===== src/rtl/imem_loader_pkg.sv =====
// Shared types and constants for the instruction-memory loader.
package imem_loader_pkg;

  typedef enum logic [1:0] {
    IDLE,
    RECV,
    WRITE,
    DONE
  } state_t;

  localparam int unsigned BYTES_PER_WORD = 4;
  localparam int unsigned LANE_W         = $clog2(BYTES_PER_WORD);

endpackage


===== src/rtl/imem_loader_if.sv =====
// Byte-source handshake and instruction-memory write bus for imem_loader.
interface imem_loader_if #(
  parameter int unsigned ADDR_W = 7
);
  logic              start;
  logic [ADDR_W-2:0] len_words;
  logic              byte_valid;
  logic [7:0]        byte_data;
  logic              byte_ready;
  logic              mem_we;
  logic [31:0]       mem_addr;
  logic [31:0]       mem_wdata;
  logic              busy;
  logic              done;
  logic              error;

  modport master (
    output start, len_words, byte_valid, byte_data,
    input  byte_ready, mem_we, mem_addr, mem_wdata, busy, done, error
  );

  modport slave (
    input  start, len_words, byte_valid, byte_data,
    output byte_ready, mem_we, mem_addr, mem_wdata, busy, done, error
  );
endinterface


===== src/rtl/imem_word_packer.sv =====
// Byte-lane counter and little-endian assembly register for one 32-bit word.
module imem_word_packer
  import imem_loader_pkg::*;
(
  input  logic        clk,
  input  logic        rst_n,
  input  logic        i_accept,
  input  logic        i_clear,
  input  logic [7:0]  i_byte,
  output logic [31:0] o_word,
  output logic        o_word_full
);

  logic [LANE_W-1:0] r_lane;
  logic [31:0]       r_word;

  always_ff @(posedge clk or negedge rst_n) begin
    if (!rst_n) begin
      r_lane <= '0;
      r_word <= '0;
    end else if (i_clear) begin
      r_lane <= '0;
    end else if (i_accept) begin
      r_word[{r_lane, 3'b000} +: 8] <= i_byte;
      r_lane                        <= r_lane + 1'b1;
    end
  end

  // Strobes on the accept that completes the word, so the FSM leaves RECV on that edge.
  assign o_word_full = i_accept && (r_lane == LANE_W'(BYTES_PER_WORD - 1));
  assign o_word      = r_word;

endmodule


===== src/rtl/imem_loader.sv =====
// Loads instruction memory from a byte stream, one little-endian word per write.
module imem_loader
  import imem_loader_pkg::*;
#(
  parameter int unsigned ADDR_W    = 7,
  parameter logic [31:0] BASE_ADDR = 32'h0
) (
  input logic          clk,
  input logic          rst_n,
  imem_loader_if.slave bus
);

  localparam int unsigned WIDX_W    = ADDR_W - 1;
  localparam int unsigned CAP_WORDS = 2 ** (ADDR_W - 2);

  state_t              r_state;
  state_t              w_state_n;
  logic [WIDX_W-1:0]   r_len;
  logic [WIDX_W-1:0]   r_word_idx;
  logic [31:0]         r_mem_addr;
  logic                r_byte_ready;
  logic                r_mem_we;
  logic                r_busy;
  logic                r_done;
  logic                r_error;
  logic                w_error_n;
  logic                w_clear;
  logic                w_accept;
  logic                w_word_full;
  logic [31:0]         w_word;

  assign w_accept = r_byte_ready & bus.byte_valid;

  imem_word_packer u_packer (
    .clk         (clk),
    .rst_n       (rst_n),
    .i_accept    (w_accept),
    .i_clear     (w_clear),
    .i_byte      (bus.byte_data),
    .o_word      (w_word),
    .o_word_full (w_word_full)
  );

  always_comb begin
    w_state_n = r_state;
    w_error_n = 1'b0;
    w_clear   = 1'b0;
    case (r_state)
      IDLE: begin
        if (bus.start) begin
          w_clear = 1'b1;
          if (bus.len_words == '0)                    w_state_n = DONE;
          else if (32'(bus.len_words) > CAP_WORDS)    w_error_n = 1'b1;
          else                                        w_state_n = RECV;
        end
      end
      RECV: begin
        if (w_word_full) w_state_n = WRITE;
      end
      WRITE: begin
        w_clear = 1'b1;
        if (r_word_idx == r_len - WIDX_W'(1)) w_state_n = DONE;
        else                                  w_state_n = RECV;
      end
      DONE:    w_state_n = IDLE;
      default: w_state_n = IDLE;
    endcase
  end

  // Outputs are registered from the next state so each one is a clean flop.
  always_ff @(posedge clk or negedge rst_n) begin
    if (!rst_n) begin
      r_state      <= IDLE;
      r_len        <= '0;
      r_word_idx   <= '0;
      r_mem_addr   <= '0;
      r_byte_ready <= 1'b0;
      r_mem_we     <= 1'b0;
      r_busy       <= 1'b0;
      r_done       <= 1'b0;
      r_error      <= 1'b0;
    end else begin
      r_state      <= w_state_n;
      r_byte_ready <= (w_state_n == RECV);
      r_mem_we     <= (w_state_n == WRITE);
      r_busy       <= (w_state_n != IDLE);
      r_done       <= (w_state_n == DONE);
      r_error      <= w_error_n;
      if (r_state == IDLE && bus.start) begin
        r_len      <= bus.len_words;
        r_word_idx <= '0;
      end
      if (r_state == RECV && w_word_full)
        r_mem_addr <= BASE_ADDR + {{(32 - WIDX_W - 2){1'b0}}, r_word_idx, 2'b00};
      if (r_state == WRITE && w_state_n == RECV)
        r_word_idx <= r_word_idx + 1'b1;
    end
  end

  assign bus.byte_ready = r_byte_ready;
  assign bus.mem_we     = r_mem_we;
  assign bus.mem_addr   = r_mem_addr;
  assign bus.mem_wdata  = w_word;
  assign bus.busy       = r_busy;
  assign bus.done       = r_done;
  assign bus.error      = r_error;

endmodule

===== src/flat_wrapper.sv =====
// flat-port wrapper written by rule: the top's interface ports become plain ports
module imem_loader_flat import imem_loader_pkg::*;
#(
  parameter int unsigned ADDR_W    = 7,
  parameter logic [31:0] BASE_ADDR = 32'h0
)
  (clk, rst_n, bus_start, bus_len_words, bus_byte_valid, bus_byte_data, bus_byte_ready, bus_mem_we, bus_mem_addr, bus_mem_wdata, bus_busy, bus_done, bus_error);
  imem_loader_if #(.ADDR_W(ADDR_W)) bus_i ();
  input logic clk;
  input logic rst_n;
  input wire logic [$bits(bus_i.start)-1:0] bus_start;
  input wire logic [$bits(bus_i.len_words)-1:0] bus_len_words;
  input wire logic [$bits(bus_i.byte_valid)-1:0] bus_byte_valid;
  input wire logic [$bits(bus_i.byte_data)-1:0] bus_byte_data;
  output wire logic [$bits(bus_i.byte_ready)-1:0] bus_byte_ready;
  output wire logic [$bits(bus_i.mem_we)-1:0] bus_mem_we;
  output wire logic [$bits(bus_i.mem_addr)-1:0] bus_mem_addr;
  output wire logic [$bits(bus_i.mem_wdata)-1:0] bus_mem_wdata;
  output wire logic [$bits(bus_i.busy)-1:0] bus_busy;
  output wire logic [$bits(bus_i.done)-1:0] bus_done;
  output wire logic [$bits(bus_i.error)-1:0] bus_error;
  assign bus_i.start = bus_start;
  assign bus_i.len_words = bus_len_words;
  assign bus_i.byte_valid = bus_byte_valid;
  assign bus_i.byte_data = bus_byte_data;
  assign bus_byte_ready = bus_i.byte_ready;
  assign bus_mem_we = bus_i.mem_we;
  assign bus_mem_addr = bus_i.mem_addr;
  assign bus_mem_wdata = bus_i.mem_wdata;
  assign bus_busy = bus_i.busy;
  assign bus_done = bus_i.done;
  assign bus_error = bus_i.error;
  imem_loader #(.ADDR_W(ADDR_W), .BASE_ADDR(BASE_ADDR)) u_core (.clk(clk), .rst_n(rst_n), .bus(bus_i));
endmodule

===== config.mk =====
export PLATFORM = sky130hd
export DESIGN_NAME = imem_loader_flat
export DESIGN_NICKNAME = d
export VERILOG_FILES = /design/src/rtl/imem_loader_pkg.sv /design/src/rtl/imem_loader_if.sv /design/src/rtl/imem_word_packer.sv /design/src/rtl/imem_loader.sv /design/src/flat_wrapper.sv
export SDC_FILE = /design/constraint.sdc
export NUM_CORES = 1
export LEC_CHECK = 0
export BUFFER_PORTS_ARGS = -buffer_cell sky130_fd_sc_hd__clkbuf_2
export CAP_MARGIN = 20
export CORE_UTILIZATION = 51
export DETAILED_ROUTE_END_ITERATION = 8
export GPL_ROUTABILITY_DRIVEN = 1
export MAX_ROUTING_LAYER = met4
export PLACE_DENSITY = 0.83
export SETUP_SLACK_MARGIN = 0.1
export SYNTH_ARGS = -nofsm -noshare
export SYNTH_HDL_FRONTEND = slang
export SYNTH_SLANG_ARGS = --single-unit

===== constraint.sdc =====
create_clock -name clk -period 2.5 [get_ports clk]
set_clock_uncertainty 0.15 [all_clocks]
set_input_delay 0.375 -clock clk [delete_from_list [all_inputs] [get_ports clk]]
set_output_delay 0.375 -clock clk [all_outputs]
set_load 0.05 [all_outputs]

==> impl_metrics.ini <==
[clock_network]
cts_tree = built
clkLatencyLatePin_ns = 0.34
path_clk_slew_ns = 0.06
cts-resized-gates = 0
clockRootBuffer = clkbuf_8
numCtsBuffers = 9
clock-sinks = 59
clockBufferDepth = 2
htreeDepth = 3

[global_routing]
track_usage_pct = 21.9
grt_first_pass_wirelength_microns = 9670
grt_pass1_vias = 2133
grt-ovfl-total = 0
grt_max_degree = 22
antenna_found_initial = 0

[sta]
hold_violations = 0
fin_tns_setup_ns = 0
worst_pin_slew_ns = 0.575
fmax_ghz = 0.467
slew_viol_final = 0
hold_ws_ns = 0.138
max_slew_margin_pct = 61.5
fin_crit_ns = 2.14
setup_viol = 0
fin_crit_sh_pct = 85.7
rsz0062_at_grt = no

[layout]
fin_nets = 394
seq_area_sq_mm = 0.00148
area_growth_pct = 16.8
nFillCells = 513
multi_input_area_sq_mm = 0.00123
drive_above_1_share_pct = 26.9
antennaDiodeCount = 0

[worst_setup_path]
rrSetupSlack_ns = 0.36
crit_slowest_cell = dfrtp_1
critPathCapture = u_core.r_word_idx[5]
r2r-start = u_core.r_len[0]
path_cells = inv_1 -> ha_1 -> xnor2_1 -> nor3_1 -> o211ai_2 -> nor2_2 -> o211ai_1 -> o211ai_1
reg2reg_to = u_core.r_word_idx[5]
cp_max_fo = 12
setup.worst_path.start = u_core.r_len[0]
rr_worst_depth = 8
critical_path_required_ns = 2.60
cp_slowest_stage_delay_ns = 0.42
end_kind = flip-flop
critPathKind = reg -> reg
timing.critical_path.mode_cell = o211ai_1
arrival_ns = 2.24
start_kind = flip-flop

[place]
gp_congestion = 0.871
dp_hpwl_microns = 4320
io_buffers = 60

[power_and_ir_drop]
swShare_pct = 47.6
ir_drop_uv = 687
leakage_uw = 0.00168
p_clk_share_pct = 19.0
power_frac_comb_pct = 46.7
internal-power_uw = 2440
pwr_density_cell_mw_per_mm2 = 1380
p_switching_uw = 2210
p_seq_share_pct = 34.4

[logic_synthesis]
synth_top_area_share_pct = 51.1
synth.distinct_cells = 39
async_reset_ff_share_pct = 100
ys_dominant_reg_cell = dfrtp_1
synth_cells = 301
synth_area_leaders = dfrtp_1 (51%), nand2_1 (11%), buf_4 (6.8%), o21ai_0 (5.9%), mux2_2 (4.7%)
synth_edf_count = 0
netlist_area_sq_mm = 0.00289
synth.avg_cell_area_sq_um = 9.61
synth_commonest_cells = nand2_1 (83), dfrtp_1 (59), o21ai_0 (34)
synth_most_common_cell = nand2_1
yosysTopAreaCell = dfrtp_1
yosysSeqAreaShare_pct = 51.1
yosysWarnings = 0
ys_ff_latch = 59

[floorplanning]
io_pins = 87
start_util_pct = 52.8
num_rows = 27
die-width_microns = 77.3
die_h_microns = 77.3
core_sq_mm = 0.00547
dieArea_sq_mm = 0.00597

[routing]
drc_errors = 0
wl_per_cell_microns = 13.2
first_pass_iters = 4
num_vias = 2242
drt-initial-drc-count = 145
drt_wl_total_microns = 5870
ant_nets = 0
via_per_inst = 5.05

[run]
maxCapViolCount = 0

[hold_path]
worst_hold_path_type = in -> reg
hp-start = bus_len_words[0]

[outcome]
status = complete, no violations
==> routing by layer <==
layer	vias up	track usage, %	share of wire (%)
li1	1082	-	-
met1	1069	24.8	44
met2	84	35.8	49
met3	7	7.74	5.9
met4	0	7.74	1.1
met5	-	-	0
==> critical path, delay by kind of cell, from the launching register on <==
kind            cells  cell delay (ns)
compound gates      3             0.45
flops               1             0.42
buf+inv             1             0.06
xor+xnor            1             0.13
fa+ha+maj           1             0.30
simple gates        2             0.53
==> area by class of cell <==
| cell class | instances | area share (%) |
|---|---|---|
| Multi-Input combinational cell | 226 | 36.5 |
| Timing Repair Buffer | 67 | 10.5 |
| Sequential cell | 59 | 43.7 |
| Inverter | 6 | 0.667 |
| Tap cell | 72 | 2.67 |
| Clock inverter | 2 | 1.04 |
| Clock buffer | 12 | 4.89 |
==> registers in the layout (all words and copies together), names as in the netlist <==
name and flops:
u_core.bus.busy 1, u_core.bus.byte_ready 1, u_core.bus.done 1, u_core.bus.error 1, u_core.bus.mem_addr 6, u_core.bus.mem_we 1
u_core.r_len 6, u_core.r_state 2, u_core.r_word_idx 6, u_core.u_packer.o_word 32, u_core.u_packer.r_lane 2
==> worst min path at each step <==
stage / slack, ns / end / depth (start not counted)
2_1_floorplan: -0.07 / u_core.bus.busy / 0
3_3_place_gp: 0.22 / u_core.u_packer.o_word[3] / 1
3_5_place_dp: 0.23 / u_core.u_packer.o_word[3] / 1
4_1_cts: 0.12 / u_core.r_len[0] / 2
5_1_grt: 0.13 / u_core.r_len[1] / 2
6_report: 0.14 / u_core.r_len[0] / 2
==> power groups by stage <==
stage	sequential [uW]	clock, uW	combinational (uW)
global placement	1600	0	2130
detailed placement	1620	0	2180
CTS	1600	900	2180
global route	1640	942	2340
floorplan	2370	0	928
finish	1600	881	2170
==> cell families after synthesis <==
group,count (synthesis),synth area share [%]
flops,59,51.1
fa+ha+maj,7,3.03
simple gates,125,19.6
xor+xnor,7,2.12
compound gates,48,9.43
mux,13,5.02
other cells,1,0.130
buf+inv,41,9.56
==> through the flow <==
stage          total power [uW]  cells  cell area, sq um  setup slack (ns)  utilization [%]
6_report                   4650    444              3380             0.358             61.7
3_5_place_dp               3790    429              3170             0.384             57.9
3_3_place_gp               3730    429              3170             0.447             57.9
2_1_floorplan              3290    326              2990             0.549                -
4_1_cts                    4680    444              3380             0.378             61.7
5_1_grt                    4930    444              3380             0.228             61.7
==> cells in the final DEF (no fill, tap or decap), types with 2 or more instances in the layout <==
cell type and n:
xor2_1 3, conb_1 26, a21oi_1 4, nand2b_1 3
o21ai_0 34, nor3_1 6, buf_4 6, nor2_1 8
nor3b_1 3, ha_1 7, mux2_2 12, or2_2 2
nand2_1 83, inv_1 6, clkbuf_8 12, nand3_1 7
o211ai_1 4, clkbuf_2 60, xnor2_1 4, dfrtp_1 59
or4_1 3
==> timing repair <==
item	4_1_cts	5_1_grt
endpoints found under the hold margin	19	0
buffers inserted	0	0
hold buffers	1	0
endpoints found under the setup margin	0	0
(Power assumes the default switching activity.)
